[src/rtl/small_multiplier_pkg.sv]
// Constants shared by the small arithmetic blocks: FSM state encoding and a
// constant clog2 used to size iteration counters.
package small_multiplier_pkg;

  localparam logic [1:0] ST_IDLE = 2'd0;
  localparam logic [1:0] ST_RUN  = 2'd1;
  localparam logic [1:0] ST_DONE = 2'd2;

  // Ceiling log2, usable in constant expressions for parameter-derived widths.
  function automatic int unsigned clog2(input int unsigned value);
    int unsigned result;
    result = 0;
    for (int i = 0; i < 32; i++) begin
      if ((64'd1 << i) < 64'(value)) result = 32'(i + 1);
    end
    return result;
  endfunction

endpackage

[src/rtl/small_multiplier.sv]
// Sequential shift-add unsigned multiplier: one multiplier bit per clock,
// fixed latency, start/busy/done handshake.
module small_multiplier
  import small_multiplier_pkg::*;
#(
  parameter int unsigned WIDTH = 8
) (
  input  logic                 clock,
  input  logic                 reset,
  input  logic                 start,
  input  logic [WIDTH-1:0]     a,
  input  logic [WIDTH-1:0]     b,
  output logic                 busy,
  output logic                 done,
  output logic [2*WIDTH-1:0]   product,
  output logic [WIDTH-1:0]     c,
  output logic                 overflow
);

  localparam int unsigned PW = 2 * WIDTH;
  localparam int unsigned CW = clog2(WIDTH) + 1;

  logic [1:0]       state;
  logic [1:0]       next_state;
  logic [PW-1:0]    acc;
  logic [WIDTH-1:0] mcand;
  logic [WIDTH-1:0] mplier;
  logic [CW-1:0]    count;

  logic             ready_c;
  logic             accept_c;
  logic             run_c;
  logic             last_c;
  logic             busy_next_c;
  logic             done_next_c;
  logic [PW-1:0]    acc_next_c;

  // State register
  always_ff @(posedge clock) begin
    if (reset) state <= ST_IDLE;
    else       state <= next_state;
  end

  // Next-state logic
  always_comb begin
    next_state = state;
    case (state)
      ST_IDLE: if (start) next_state = ST_RUN;
      ST_RUN:  if (count == CW'(WIDTH - 1)) next_state = ST_DONE;
      ST_DONE: next_state = start ? ST_RUN : ST_IDLE;
      default: next_state = ST_IDLE;
    endcase
  end

  // Handshake decode and the partial-product add for the current bit
  always_comb begin
    ready_c     = (state == ST_IDLE) || (state == ST_DONE);
    accept_c    = ready_c && start;
    run_c       = (state == ST_RUN);
    last_c      = run_c && (count == CW'(WIDTH - 1));
    busy_next_c = (next_state == ST_RUN);
    done_next_c = (next_state == ST_DONE);
    acc_next_c  = acc;
    if (mplier[0]) acc_next_c = acc + (PW'(mcand) << count);
  end

  // Datapath and registered outputs; results only update on completion
  always_ff @(posedge clock) begin
    if (reset) begin
      busy     <= 1'b0;
      done     <= 1'b0;
      product  <= '0;
      c        <= '0;
      overflow <= 1'b0;
      acc      <= '0;
      mcand    <= '0;
      mplier   <= '0;
      count    <= '0;
    end else begin
      busy <= busy_next_c;
      done <= done_next_c;
      if (accept_c) begin
        mcand  <= a;
        mplier <= b;
        acc    <= '0;
        count  <= '0;
      end else if (run_c) begin
        acc    <= acc_next_c;
        mplier <= mplier >> 1;
        count  <= count + CW'(1);
        if (last_c) begin
          product  <= acc_next_c;
          c        <= acc_next_c[WIDTH-1:0];
          overflow <= |acc_next_c[PW-1:WIDTH];
        end
      end
    end
  end

endmodule

[config.mk]
export PLATFORM = sky130hd
export DESIGN_NAME = small_multiplier
export DESIGN_NICKNAME = d
export VERILOG_FILES = /design/src/rtl/small_multiplier_pkg.sv /design/src/rtl/small_multiplier.sv
export SDC_FILE = /design/constraint.sdc
export NUM_CORES = 1
export LEC_CHECK = 0
export ABC_AREA = 1
export CAP_MARGIN = 25
export CORE_MARGIN = 1.5
export CORE_UTILIZATION = 52
export CTS_BUF_LIST = sky130_fd_sc_hd__clkbuf_4 sky130_fd_sc_hd__clkbuf_8
export DETAILED_ROUTE_END_ITERATION = 8
export PLACE_DENSITY = 0.86
export SETUP_SLACK_MARGIN = 0.5
export SLEW_MARGIN = 30
export SYNTH_ARGS = -nofsm -noshare
export SYNTH_HDL_FRONTEND = slang
export SYNTH_SLANG_ARGS = --single-unit
[constraint.sdc]
create_clock -name clock -period 2.45 [get_ports clock]
set_clock_uncertainty 0.2 [all_clocks]
set_input_delay 0.49 -clock clock [delete_from_list [all_inputs] [get_ports clock]]
set_output_delay 0.49 -clock clock [all_outputs]
set_load 0.01 [all_outputs]
# After elaboration in Yosys (flattened, before gate mapping)
# Index checks and enable logic that the tools add are counted.
# totals
in_bits,19
mem_bits_rw,0
latch_bits,0
reg_bits,65
out_inout_bits,27
word_cells,34
n_memories,0
rom_bits,0
# classes
n_bitwise,1
n_mul,0
n_shift,1
n_addsub,2
reduce_logical,8
eq_ne,5
div,0
order_cmp,0
muxes,7
# ops
cell,count
$add 16x16->16,1
$mux 16,1
$mux 8,2
$shl 8x4->16,1
$reduce_or 8->1,1
$pmux 2 s3,1
$add 4x1->4 const B,1
$eq 2x1->1 const B,2
$eq 2x2->1 const B,2
$eq 4x3->1 const B,1
$mux 2,2
$reduce_and 3->1,1
$logic_and 1x1->1,2
$logic_not 2->1,1
$reduce_bool 2->1,1
$reduce_or 2->1,1
$logic_or 1x1->1,1
$mux 1,1
$not 1->1,1

# Longest topological paths before layout
# Gate-level depths: netlist (run 1).
# logic_depth
depth_word,5
mapped_depth,21
ltp_nobuf,21

# Least setup slack after synthesis (run 1)
# OpenSTA, ideal clock, no wires.
# synth_path
kind,register to register
from,register count[0]
to,register overflow
arrival_time_ns,2.306
t_required_ns,2.128
stages_incl_launch_ff,22
setup_slack_ns,-0.178
synth_period_minus_slack_ns,2.628
path_buffers,1
setup_time_ns,0.122
path_cell_list,dfxtp_1 buf_6 nand2_1 nand2_1 o21ai_0 nor2_1 a31oi_1 nor2_1 ha_1 nand2_1 inv_1 nand2_1 inv_1 and2_1 nand2_1 nand2_1 nand2_1 nand3_1 nand2_1 nand3_1 nor2_2 a21oi_2
# synth_via
elab_chain_cells,4
word_cells_on_any_way,7
classes_between,1 x add/sub; 1 x eq/ne; 1 x shift; 1 x mux; 3 x reduce/logical
# synth_lines
element,line,rtl
"start, declared",small_multiplier.sv:28,logic [CW-1:0] count;
"start signal, assigned",small_multiplier.sv:90,count <= count + CW'(1);
$shl 8x4->16,small_multiplier.sv:64,if (mplier[0]) acc_next_c = acc + (PW'(mcand) << count);
$add 16x16->16,small_multiplier.sv:64,
$mux 16,small_multiplier.sv:64,
$reduce_or 8->1,small_multiplier.sv:94,overflow <= |acc_next_c[PW-1:WIDTH];
"end signal, assigned",small_multiplier.sv:94,
"end, declared",small_multiplier.sv:17,output logic overflow
# Parallel ways exist; a longest one is shown, timed or not.
# A chain may end at the register's enable or synchronous reset.

# Final worst setup path (run 1)
# layout_path
from,register count[0]
to,register acc[11]
# layout_via
elab_chain_cells,3
# layout_lines
element,line,rtl
$shl 8x4->16,small_multiplier.sv:64,
$add 16x16->16,small_multiplier.sv:64,
$mux 16,small_multiplier.sv:64,
"end signal, assigned",small_multiplier.sv:88,acc <= acc_next_c;
"end, declared",small_multiplier.sv:25,logic [PW-1:0] acc;
# Every way passes these cells.

==> results of run 1 <==
final timing paths:
check | start | to | depth (start not counted)
max | count[0] | acc[11] | 19
min | product[0] | product[0] | 2
max reg2reg | count[0] | acc[11] | 19
min reg2reg | product[0] | product[0] | 2
metrics by stage:
step | area [µm²] | hold slack [ns] | util, %
after detailed placement | 4510 | 0.270 | 66.4
after CTS | 5050 | 0.282 | 74.4
after global placement | 4510 | 0.250 | 66.4
after floorplan | 3720 | 0.239 | -
final | 5450 | 0.280 | 80.2
after global routing | 5450 | 0.305 | 80.2
cells in the mapped netlist (all sizes together):
cell	instances
nand2	193
inv	66
dfxtp	57
nor2	53
nand3	38
a21oi	33
o21ai	33
buf	18
ha	16
o211ai	11
a31oi	9
clkbuf	8
nor3	7
xnor2	6
or2	3
a211oi	2
nand4	2
o221ai	2
o22ai	2
and2	1
clkinv	1
fa	1
nand3b	1
o21bai	1
xor2	1
kinds of logic after synthesis:
logic type,Yosys count
simple gates,298
compound gates,93
buf+inv,93
flops,57
fa+ha+maj,17
xor+xnor,7
worst reg2reg max path: stages (launching register included):
cell and delay [ns]:
sky130_fd_sc_hd__dfxtp_4 0.42, sky130_fd_sc_hd__inv_8 0.07, sky130_fd_sc_hd__nand2_4 0.07, sky130_fd_sc_hd__nand2_4 0.05
sky130_fd_sc_hd__o21ai_2 0.14, sky130_fd_sc_hd__nor2_1 0.07, sky130_fd_sc_hd__a31oi_1 0.22, sky130_fd_sc_hd__nor2_1 0.12
sky130_fd_sc_hd__ha_1 0.40, sky130_fd_sc_hd__nand2_2 0.10, sky130_fd_sc_hd__nor2_1 0.11, sky130_fd_sc_hd__nand3_1 0.12
sky130_fd_sc_hd__a21oi_2 0.20, sky130_fd_sc_hd__nor2_1 0.06, sky130_fd_sc_hd__nand2_1 0.07, sky130_fd_sc_hd__nand3_2 0.11
sky130_fd_sc_hd__nand2_4 0.12, sky130_fd_sc_hd__nand2_1 0.08, sky130_fd_sc_hd__o211ai_1 0.13, sky130_fd_sc_hd__inv_1 0.06
power by group through the flow:
| stage | Sequential (µW) | Combinational [µW] | Clock, µW |
|---|---|---|---|
| after floorplan | 1000 | 272 | 0 |
| after global placement | 1010 | 430 | 0 |
| after detailed placement | 1010 | 441 | 0 |
| after CTS | 994 | 516 | 1030 |
| after global routing | 1000 | 649 | 1070 |
| final | 1000 | 609 | 1040 |
final cells by class:
cell class | instances | area (µm²)
repair buffers | 110 | 992
inverters | 67 | 264
clock buffers | 13 | 173
multi-input cells | 415 | 2690
flip-flops and latches | 57 | 1150
clock inverters | 2 | 60.1
fillers | 378 | 1350
well taps | 96 | 120
registers in the layout, summed over array words and instances, names as in the netlist, 2 cells and up:
signal and flops:
acc 16, count 4, mcand 8, mplier 8, product 16, state 2
layer usage:
layer / vias to the layer above / global-route usage, % / wire, µm
met3: 58 / 5.24 / 1100
met2: 296 / 51.1 / 6370
li1: 2003 / - / -
met4: 0 / 12.9 / 517
met1: 2027 / 42.0 / 5310
met5: - / 4.20 / 0
what timing repair did:
item / 4_1_cts / 5_1_grt
pin swaps: 37 / 32
gates resized for setup: 77 / 82
setup buffers: 4 / 9
setup endpoints to repair: 32 / 45
cloned: 0 / 0
endpoints found under the hold margin: 0 / 0
==> flow_summary_export.csv, run 1 <==
group,metric,value,unit
status,outcome,"finished with violations",
status,violations,"setup timing",
synthesis,synth.distinct_cells,39,
cts,clock_tree.htree_level_count,3,
layout,antenna-diode-count,0,
sta,tightest_slew,0.648,ns
sta,final.period_utilization,123,%
layout,syn_to_final_growth,49.7,%
cts,cts_inserted_buffers,9,
critical_path,critical-path-top-delay-family,"simple AND/OR/NAND/NOR gates",
critical_path,worstSetupPathType,"reg2reg",
detailed_routing,number_of_violations_reported_at_the_end_of_detailed_routing_iteration_0,460,
sta,timing.final.max_slew_violations,0,
layout,final_cells,760,
synthesis,synth_cells,565,
power,power.ir.vdd_worst,0.552,mV
synthesis,synth-xor-area-share,1.68,%
critical_path,worst_setup_ep_type,"register",
synthesis,post-synth-top-area-cell,"sky130_fd_sc_hd__dfxtp_1",
floorplanning,initial_core_util,53.6,%
synthesis,synth-compound-area-share,14.5,%
sta,totalNegativeSetupSlack,-8.90,ns
floorplanning,die_width,86.7,µm
critical_path,cp_num_buf_inv,2,
detailed_routing,dr_total_vias,4384,
synthesis,synthMuxAreaShare,0,%
power,leakage,0.00261,µW
placed_design,worst_setup_timing_slack_at_the_placement_stage,-0.480,ns
critical_path,timing.critical_path.cells,"inv_8 > nand2_4 > nand2_4 > o21ai_2 > nor2_1 > a31oi_1 > nor2_1 > ha_1 > nand2_2 > nor2_1 > nand3_1 > a21oi_2 > nor2_1 > nand2_1 > nand3_2 > nand2_4 > nand2_1 > o211ai_1 > inv_1",
synthesis,synth_top_cell_area_share,31.3,%
synthesis,postSynthNetCount,601,
synthesis,synth_cell_area,3640,µm²
floorplanning,design.core.area,6790,µm²
cts,deepest_clock_path_buffer_count,2,
critical_path,rrSetupSlack,-0.56,ns
detailed_routing,aggregate_routed_wire_length,13300,µm
power,power_frac_clock,39.3,%
detailed_routing,detail_route.drc_violations,0,
synthesis,yosys.area_share.adder,6.05,%
synthesis,yosys_warnings,0,
placed_design,numPlacedInstances,732,
floorplanning,boundaryPins,46,
layout,final_cell_mix,"148 x sky130_fd_sc_hd__nand2_1, 60 x sky130_fd_sc_hd__buf_4, 53 x sky130_fd_sc_hd__dfxtp_1",
sta,achievable-frequency,332,MHz
grt,grt_remaining_overflow,0,
detailed_routing,postRouteAntennaNets,0,
cts,clockRootBuffer,"sky130_fd_sc_hd__clkbuf_8",
placed_design,dp_hpwl,8020,µm
cts,cts_hold_buf,0,
critical_path,critPathMaxFanout,8,
sta,fin_ws,-0.559,ns
critical_path,critical_path.most_common_cell,"sky130_fd_sc_hd__nor2_1",
grt,largest_net_degree_at_the_start_of_global_routing,31,
power,share_comb_of_total_power,23.0,%
critical_path,cell_with_the_largest_stage_delay_on_the_worst_path,"sky130_fd_sc_hd__dfxtp_4",
critical_path,worstSetupStartpointType,"register",
synthesis,dominant_combinational_cell_family_by_area_after_synthesis,"simple AND/OR/NAND/NOR gates",
grt,antenna_violations_before_repair,0,
synthesis,netlist_top_cells_area,"sky130_fd_sc_hd__dfxtp_1 31%, sky130_fd_sc_hd__nand2_1 19%, sky130_fd_sc_hd__inv_1 6.1%",
detailed_routing,avgViaCountPerCell,5.77,
cts,clkLatencyLatePin,0.34,ns
detailed_routing,detail_route.first_pass.iterations,5,
sta,timing_hold_violations_final,0,
run,drv_cap,0,
sta,layout_min_cycle_time,3.01,ns
power,power_frac_seq,37.7,%
layout,fraction_of_layout_cells_with_a_size_suffix_above_1,35.1,%
grt,global_route_wire_length_before_repair,18600,µm
power,p_per_area,487,nW/µm²
power,total_power,2650,µW
synthesis,synth-simple-area-share,34.8,%
cts,clk_pin_slew_worst_paths,0.07,ns
floorplanning,dieArea,7510,µm²
critical_path,cp_data_required_time,2.47,ns
layout,finish.net_count,696,
grt,grt_util_all_layers,31.7,%
layout,final_common_cell,"sky130_fd_sc_hd__nand2_1",
synthesis,synth-seq-area-share,31.3,%
sta,rsz0062_at_grt,"yes",
hold_path,timing.hold.worst.class,"reg2reg",
power,sw_frac_of_total,29.0,%
sta,setup_viol,25,
critical_path,cp_slowest_stage_delay,0.42,ns
synthesis,yosys_register_bits,57,
cts,clock-sinks,57,
placed_design,gp_congestion,1.03,
power,switchingPower,771,µW
power,cellInternalPower,1880,µW
placed_design,place.port_buffers,45,
cts,cts_tree,"yes",
sta,max-slew-margin-rel,56.8,%
detailed_routing,wl_per_cell,17.5,µm
critical_path,signal_arrival_time_at_the_worst_endpoint,3.03,ns
grt,first_global_vias,3884,
floorplanning,floorplan.rows,30,
synthesis,syn-mean-instance-area,6.44,µm²
floorplanning,die_height,86.7,µm
Note: power is estimated with default switching activity, not from simulation.
==> run 2, diff against run 1 <==
Settings changed: CTS_CLUSTER_SIZE set to 16, HOLD_SLACK_MARGIN set to 0.02.
==> results of run 2 <==
Final layout, timing and power as in run 1 (identical DEF).
